## src/rtl/dsm_pkg.sv

```systemverilog
// -----------------------------------------------------------------------------
// dsm_pkg
// Shared definitions for the ternary delta-sigma link: PWM code points, the
// decoder used on the receive side, a saturation helper and the settle-FSM
// state type used by the CIC decimator.
// No ports (package).
// -----------------------------------------------------------------------------
package dsm_pkg;

  localparam logic [1:0] PWM_ZERO = 2'b00;
  localparam logic [1:0] PWM_POS  = 2'b01;
  localparam logic [1:0] PWM_NEG  = 2'b11;

  // Decoded PWM symbol: val is a 2-bit two's-complement value (-1, 0, +1).
  typedef struct packed {
    logic [1:0] val;
    logic       illegal;
  } pwm_dec_t;

  typedef enum logic {
    SETTLE = 1'b0,
    RUN    = 1'b1
  } settle_state_e;

  // Code 2'b10 has no meaning on the link; it is treated as a zero sample
  // and flagged so the caller can latch an error.
  function automatic pwm_dec_t pwm_decode(input logic [1:0] code);
    pwm_dec_t r;
    r.val     = 2'b00;
    r.illegal = 1'b0;
    case (code)
      PWM_ZERO: r.val = 2'b00;
      PWM_POS:  r.val = 2'b01;
      PWM_NEG:  r.val = 2'b11;
      default:  r.illegal = 1'b1;
    endcase
    return r;
  endfunction

  // Clamp a signed value into the range of a signed 'bits'-wide word.
  function automatic logic signed [31:0] sat_signed(input logic signed [31:0] v,
                                                    input int                 bits);
    logic signed [31:0] hi;
    logic signed [31:0] lo;
    hi = (32'sd1 <<< (bits - 1)) - 32'sd1;
    lo = -hi - 32'sd1;
    if (v > hi) begin
      return hi;
    end
    if (v < lo) begin
      return lo;
    end
    return v;
  endfunction

endpackage

```

## src/rtl/dsm_cic_decimator_if.sv

```systemverilog
// -----------------------------------------------------------------------------
// dsm_cic_decimator_if
// Sample-stream bundle between a PWM source and the CIC decimator.
//   in_en      : input sample strobe (source -> decimator)
//   pwm        : 2-bit ternary code (source -> decimator)
//   dout       : signed decimated sample, held between updates
//   dout_valid : one-cycle pulse when dout updates (after settling)
//   code_err   : sticky illegal-code flag
// master = stream source / consumer of results, slave = decimator.
// -----------------------------------------------------------------------------
interface dsm_cic_decimator_if #(
  parameter int OUT_BITS = 15
);
  logic                       in_en;
  logic [1:0]                 pwm;
  logic signed [OUT_BITS-1:0] dout;
  logic                       dout_valid;
  logic                       code_err;

  modport master (
    output in_en, pwm,
    input  dout, dout_valid, code_err
  );

  modport slave (
    input  in_en, pwm,
    output dout, dout_valid, code_err
  );
endinterface

```

## src/rtl/cic_comb_stage.sv

```systemverilog
// -----------------------------------------------------------------------------
// cic_comb_stage
// One CIC comb section: on each enabled edge it registers din - delay and then
// remembers din as the new delay. Arithmetic wraps modulo 2^W on purpose.
//   clock  : rising-edge clock
//   reset  : asynchronous active-low reset
//   en_i   : advance the stage (one pulse per decimated sample)
//   din_i  : input from the previous comb stage
//   dout_o : registered difference
// -----------------------------------------------------------------------------
module cic_comb_stage #(
  parameter int W = 17
) (
  input  logic         clock,
  input  logic         reset,
  input  logic         en_i,
  input  logic [W-1:0] din_i,
  output logic [W-1:0] dout_o
);

  logic [W-1:0] diff_q;
  logic [W-1:0] delay_q;

  always_ff @(posedge clock or negedge reset) begin
    if (!reset) begin
      diff_q  <= '0;
      delay_q <= '0;
    end else if (en_i) begin
      diff_q  <= din_i - delay_q;
      delay_q <= din_i;
    end
  end

  assign dout_o = diff_q;

endmodule

```

## src/rtl/dsm_cic_decimator.sv

```systemverilog
// -----------------------------------------------------------------------------
// dsm_cic_decimator
// Decodes the ternary PWM stream and decimates it by R = 2^DEC_LOG2 through an
// ORDER-stage CIC filter, producing a saturated signed OUT_BITS sample.
//   clock : rising-edge clock
//   reset : asynchronous active-low reset
//   bus   : slave side of dsm_cic_decimator_if (in_en, pwm in;
//           dout, dout_valid, code_err out)
// dout/dout_valid change on the edge ORDER cycles after a decimation tick.
// -----------------------------------------------------------------------------
module dsm_cic_decimator
  import dsm_pkg::*;
#(
  parameter int ORDER    = 3,
  parameter int DEC_LOG2 = 5,
  parameter int OUT_BITS = 15
) (
  input  logic            clock,
  input  logic            reset,
  dsm_cic_decimator_if.slave bus
);

  localparam int W     = ORDER * DEC_LOG2 + 2;
  localparam int SHIFT = ORDER * DEC_LOG2 + 1 - OUT_BITS;
  localparam int CW    = $clog2(ORDER + 1);

  pwm_dec_t               dec;
  logic [W-1:0]           x;
  logic                   tick;
  logic [DEC_LOG2-1:0]    phase_q;
  logic [W-1:0]           integ_q [ORDER];
  logic [ORDER:1]         tick_pipe_q;
  logic [ORDER:0][W-1:0]  comb_data;
  logic signed [W-1:0]    comb_last;
  logic                   code_err_q;
  logic                   dout_valid_q, dout_valid_d;
  settle_state_e          state_q, state_d;
  logic [CW-1:0]          settle_cnt_q, settle_cnt_d;

  assign dec  = pwm_decode(bus.pwm);
  assign x    = {{(W-2){dec.val[1]}}, dec.val};
  assign tick = bus.in_en && (phase_q == '1);

  // Phase counter wraps naturally because R is a power of two.
  always_ff @(posedge clock or negedge reset) begin
    if (!reset) begin
      phase_q    <= '0;
      code_err_q <= 1'b0;
    end else if (bus.in_en) begin
      phase_q <= phase_q + DEC_LOG2'(1);
      if (dec.illegal) begin
        code_err_q <= 1'b1;
      end
    end
  end

  // Pipelined integrator chain: every stage adds the pre-edge value of the
  // stage before it, so stage k lags the input by k-1 samples.
  always_ff @(posedge clock or negedge reset) begin
    if (!reset) begin
      integ_q <= '{default: '0};
    end else if (bus.in_en) begin
      integ_q[0] <= integ_q[0] + x;
      for (int k = 1; k < ORDER; k++) begin
        integ_q[k] <= integ_q[k] + integ_q[k-1];
      end
    end
  end

  // comb_data[0] holds the decimated integrator output; tick_pipe_q[j] walks
  // the tick down the comb chain, one stage per cycle.
  always_ff @(posedge clock or negedge reset) begin
    if (!reset) begin
      comb_data[0] <= '0;
      tick_pipe_q  <= '0;
    end else begin
      tick_pipe_q <= ORDER'({tick_pipe_q, tick});
      if (tick) begin
        comb_data[0] <= integ_q[ORDER-1];
      end
    end
  end

  genvar gi;
  generate
    for (gi = 0; gi < ORDER; gi++) begin : g_comb
      cic_comb_stage #(.W(W)) u_comb (
        .clock  (clock),
        .reset  (reset),
        .en_i   (tick_pipe_q[gi+1]),
        .din_i  (comb_data[gi]),
        .dout_o (comb_data[gi+1])
      );
    end
  endgenerate

  // Settle FSM: the first ORDER outputs come from a partially filled comb
  // history, so they update dout but are not flagged valid.
  always_ff @(posedge clock or negedge reset) begin
    if (!reset) begin
      state_q      <= SETTLE;
      settle_cnt_q <= '0;
      dout_valid_q <= 1'b0;
    end else begin
      state_q      <= state_d;
      settle_cnt_q <= settle_cnt_d;
      dout_valid_q <= dout_valid_d;
    end
  end

  always_comb begin
    state_d      = state_q;
    settle_cnt_d = settle_cnt_q;
    dout_valid_d = 1'b0;
    if (tick_pipe_q[ORDER]) begin
      case (state_q)
        SETTLE: begin
          settle_cnt_d = settle_cnt_q + CW'(1);
          if (settle_cnt_q == CW'(ORDER - 1)) begin
            state_d = RUN;
          end
        end
        RUN:     dout_valid_d = 1'b1;
        default: state_d = SETTLE;
      endcase
    end
  end

  // The last comb register only moves on the tick pipeline, so scaling it
  // combinationally yields a held output aligned with dout_valid.
  assign comb_last      = $signed(comb_data[ORDER]);
  assign bus.dout       = OUT_BITS'(sat_signed(32'(comb_last >>> SHIFT), OUT_BITS));
  assign bus.dout_valid = dout_valid_q;
  assign bus.code_err   = code_err_q;

endmodule

```

## src/flat_wrapper.sv

```systemverilog
// flat-port wrapper written by rule: the top's interface ports become plain ports
module dsm_cic_decimator_flat import dsm_pkg::*;
#(
  parameter int ORDER    = 3,
  parameter int DEC_LOG2 = 5,
  parameter int OUT_BITS = 15
)
  (clock, reset, bus_in_en, bus_pwm, bus_dout, bus_dout_valid, bus_code_err);
  dsm_cic_decimator_if #(.OUT_BITS(OUT_BITS)) bus_i ();
  input  logic clock;
  input  logic reset;
  input wire logic [$bits(bus_i.in_en)-1:0] bus_in_en;
  input wire logic [$bits(bus_i.pwm)-1:0] bus_pwm;
  output wire logic [$bits(bus_i.dout)-1:0] bus_dout;
  output wire logic [$bits(bus_i.dout_valid)-1:0] bus_dout_valid;
  output wire logic [$bits(bus_i.code_err)-1:0] bus_code_err;
  assign bus_i.in_en = bus_in_en;
  assign bus_i.pwm = bus_pwm;
  assign bus_dout = bus_i.dout;
  assign bus_dout_valid = bus_i.dout_valid;
  assign bus_code_err = bus_i.code_err;
  dsm_cic_decimator #(.ORDER(ORDER), .DEC_LOG2(DEC_LOG2), .OUT_BITS(OUT_BITS)) u_core (.clock(clock), .reset(reset), .bus(bus_i));
endmodule
```

## config.mk

```make
export PLATFORM = sky130hd
export DESIGN_NAME = dsm_cic_decimator_flat
export DESIGN_NICKNAME = d
export VERILOG_FILES = /design/src/rtl/dsm_pkg.sv /design/src/rtl/dsm_cic_decimator_if.sv /design/src/rtl/cic_comb_stage.sv /design/src/rtl/dsm_cic_decimator.sv /design/src/flat_wrapper.sv
export SDC_FILE = /design/constraint.sdc
export NUM_CORES = 1
export LEC_CHECK = 0
export CAP_MARGIN = 20
export CORE_ASPECT_RATIO = 2
export CORE_MARGIN = 3
export CORE_UTILIZATION = 43
export DETAILED_ROUTE_END_ITERATION = 7
export PLACE_DENSITY_LB_ADDON = 0.15
export RECOVER_POWER = 25
export SETUP_SLACK_MARGIN = 0.2
export SYNTH_ARGS = -nofsm -noshare
export SYNTH_HDL_FRONTEND = slang
export SYNTH_SLANG_ARGS = --single-unit
```

## constraint.sdc

```tcl
create_clock -name clock -period 3.4 [get_ports clock]
set_clock_uncertainty 0.05 [all_clocks]
set_input_delay 0.68 -clock clock [delete_from_list [all_inputs] [get_ports clock]]
set_output_delay 0.68 -clock clock [all_outputs]
set_load 0.02 [all_outputs]
```

==> reports/results.txt <==
The run finished, with violations left. The checks that failed: capacitance limit, slew limit. After clock tree synthesis, the repair step resized 0 gates. The commonest non-fill, non-tap cell in the layout is sky130_fd_sc_hd__dfrtp_1. The total clock buffers created by CTS is 17, and the shortest period the worst path allows is 2.99 ns. Once detailed placement completed, the half-perimeter wirelength came to 19.8 mm. Compared with the post-synthesis result, the final layout area differs by 11.4%. Summing over every cut layer, the via total after detailed routing is 8736. For the post-CTS setup buffer count, the log shows 0.

The clock passes through at most 2 buffers. The floorplan step defined a die boundary enclosing 29200 um^2. Maximum level of the CTS H-tree: 4.

Measured along the x axis, the die boundary spans 122 um. Final antenna diode count: 0. After detailed placement, the design holds a cell count of 1558. The finished layout holds 1590 standard cells, fillers aside.

In this run the tool buffered the top-level ports with 21 buffer cells. The synthesized design contains 182 register bits. In this run the worst path has a maximum fanout of 3. The tools report the iteration count of the initial detailed-routing pass as 4.

Setup repair after global routing left no endpoint under its margin. The last weighted congestion value of the routability-driven placer was 0.879; the post-synthesis area per instance was 9.59 um^2. At the worst endpoint, the arrival time is 3.27 ns. Entering global routing, the biggest net connects 95 pins. The critical path is of the register to register type.

The logs give 8817 for the number of global-route vias before repair and 25.6 mm for the sum of routed wire length over all layers. The startpoint type of the worst setup path is a register. In the synthesized netlist the dominant register cell turns out to be sky130_fd_sc_hd__dfrtp_1. The reg2reg setup slack came out at 0.41 ns. The total non-filler cell area in the finished layout was 13000 um^2. The class of the worst hold path is register to register.

In the final layout, the share of cells above drive strength 1 is 12.2%. The tools report the initial antenna violation count as 0. The fmax was 334 MHz. The capturing point of the worst reg2reg path is u_core.integ_q[31]$_DFFE_PN0P_. The share of the Yosys chip area taken by registers is 39.1%. Once layout is complete, the utilization of the core stands at 48.9%. First-pass GRT wire length: 42.4 mm. Launch instance of the worst register-to-register path: u_core.integ_q[17]$_DFFE_PN0P_. After synthesis the cells add up to 11600 um^2. The area of the core region was 26500 um^2. The number of different library cells used by synthesis comes to 66. The net count of the finished layout was 1342; the routed length per instance was 16.1 um.

In this run the count of I/O pins placed on the die edge is 22. For this run the aggregate overflow at the end of global routing stands at 0. STA classifies the critical path endpoint as a register. The cell count after synthesis was 1213; the remaining antenna violation count was 0. TritonCTS built the clock tree. In the layout the commonest cells are sky130_fd_sc_hd__dfrtp_1 (182), sky130_fd_sc_hd__nand2_1 (117), sky130_fd_sc_hd__o21ai_0 (98), sky130_fd_sc_hd__ha_1 (98), sky130_fd_sc_hd__mux2_2 (86). The number of pins with negative max-slew slack in the final report was 148.

Tracing the worst setup path back leads to its startpoint at u_core.integ_q[17]$_DFFE_PN0P_. Via density per instance: 5.49. Max-cap violations in this run came to 2.

Once the floorplan was initialized, standard cells occupied 43.9% of the core. Transition time at the pin with the least slew margin: 2.51 ns. The end of the critical path was u_core.integ_q[31]$_DFFE_PN0P_. After layout, the worst path uses 88.0% of the clock period. The count of synthesis-stage warnings from yosys was 0; the count of endpoints failing setup in the final report was 0. The number of hold-repair buffers added at the cts stage came out at 0.

Row generation in the floorplan step produced 84 rows. Hold path depth: 1. The depth of the most critical reg-to-reg path is 9, and the number of DRC markers in iteration 0 is 302.

After synthesis, the share of flip-flops with an asynchronous set or reset is 100%. After detailed routing, the number of remaining DRC violations is 0. Data on the critical path is required at its endpoint by 3.68 ns.

The clock reaches the later pin of the worst-skew pair after 0.44 ns. The number of flops mapped to enable cells by yosys is 0, and the number of sinks handled by clock tree synthesis is 182. The worst-case headroom to the max-slew limit was -67.2%; the global-route total usage across every layer was 18.5%. The number of endpoints with negative hold slack in the final report is 0, and the post-detailed-placement cell area is 12300 um^2. Counting every net in the synthesized netlist gives 1322. The overall die height works out to 239 um. Clock-pin slew was measured on the worst setup and hold paths at 0.07 ns. Root buffer cell: sky130_fd_sc_hd__clkbuf_16.
cell type report:
cell class                 instances  area [um^2]
sequential                       182         4550
fill                            2587        13500
timing repair buffer              46          420
tap                              344          430
inverter                          77          289
multi-input combinational        909         6620
clock buffer                      23          468
clock inverter                     9          173
worst min path at each step:
stage                                          from                            endpoint  slack (ns)
floorplan           u_core.tick_pipe_q[2]$_DFF_PN0_     u_core.tick_pipe_q[3]$_DFF_PN0_        0.30
global placement      u_core.phase_q[3]$_DFFE_PN0P_       u_core.phase_q[3]$_DFFE_PN0P_        0.40
detailed placement  u_core.bus.code_err$_DFFE_PN0P_     u_core.bus.code_err$_DFFE_PN0P_        0.41
CTS                                           reset  u_core.settle_cnt_q[0]$_DFFE_PN0P_        0.29
global route          u_core.phase_q[3]$_DFFE_PN0P_       u_core.phase_q[3]$_DFFE_PN0P_        0.44
finish                u_core.phase_q[3]$_DFFE_PN0P_       u_core.phase_q[3]$_DFFE_PN0P_        0.42
state kept, by name, indices dropped and copies added (netlist names):
| name | count |
|---|---|
| u_core.g_comb.u_comb.delay_q | 51 |
| u_core.integ_q | 51 |
| u_core.g_comb.u_comb.dout_o | 50 |
| u_core.comb_data | 17 |
| u_core.phase_q | 5 |
| u_core.tick_pipe_q | 3 |
| u_core.settle_cnt_q | 2 |
| u_core.bus.code_err | 1 |
| u_core.bus.dout_valid | 1 |
| u_core.state_q | 1 |
worst max-delay path: stages (launching register included):
cell	delay, ns
sky130_fd_sc_hd__dfrtp_1	0.41
sky130_fd_sc_hd__ha_1	0.24
sky130_fd_sc_hd__fa_1	0.43
sky130_fd_sc_hd__a211oi_1	0.55
sky130_fd_sc_hd__o21a_1	0.25
sky130_fd_sc_hd__a21o_1	0.12
sky130_fd_sc_hd__nor2_1	0.10
sky130_fd_sc_hd__a221oi_1	0.33
sky130_fd_sc_hd__xnor2_1	0.13
sky130_fd_sc_hd__mux2_2	0.27
metrics by stage:
step | setup slack [ns] | hold WS, ns | setup TNS (ns)
final | 0.409 | 0.420 | 0
after global routing | 0.209 | 0.442 | 0
after CTS | 0.347 | 0.289 | 0
after detailed placement | -0.121 | 0.406 | -0.170
after global placement | -0.0776 | 0.404 | -0.110
after floorplan | 0.503 | 0.302 | 0
cells in the mapped netlist (all sizes together) (8+ instances only):
cell type | count | share of area, %
a21o | 42 | 2.7
a21oi | 80 | 3.4
a31oi | 10 | 0.67
and3 | 8 | 0.43
clkbuf | 39 | 1.3
dfrtp | 182 | 39
ha | 98 | 11
inv | 76 | 2.5
mux2 | 86 | 8.3
nand2 | 117 | 3.8
nand2b | 8 | 0.49
nand3 | 12 | 0.52
nand4 | 8 | 0.43
nor2 | 74 | 2.4
nor2b | 14 | 0.75
nor3 | 18 | 0.77
o21a | 15 | 0.97
o21ai | 111 | 4.8
o21bai | 8 | 0.52
o31ai | 12 | 0.77
xnor2 | 63 | 4.7
xor2 | 23 | 1.7
layer usage:
metal  GRT usage (%)  share of wire [%]  vias to the layer above
li1                -                  -                     4369
met3            3.39                2.0                       47
met5               0                  0                        -
met1            16.8                 34                     4216
met4            7.41                3.3                        0
met2            38.2                 61                      104
kinds of logic (layout without fill, tap and decap cells):
kind of cell               after synthesis  after routing  share of synthesized area, %
AOI/OAI and AO/OA                      346            346                          19.3
and+or+nand+nor                        286            286                          11.2
adders and majority gates              104            104                          11.6
muxes                                   87             87                          8.41
DFF                                    182            182                          39.1
xor gates and xnor gates                86             86                          6.47
buffers and inverters                  122            155                          3.94
Power is left out: the tool's default activity adds up to more than one toggle a clock period on the data nets, which glitch-free logic cannot reach.
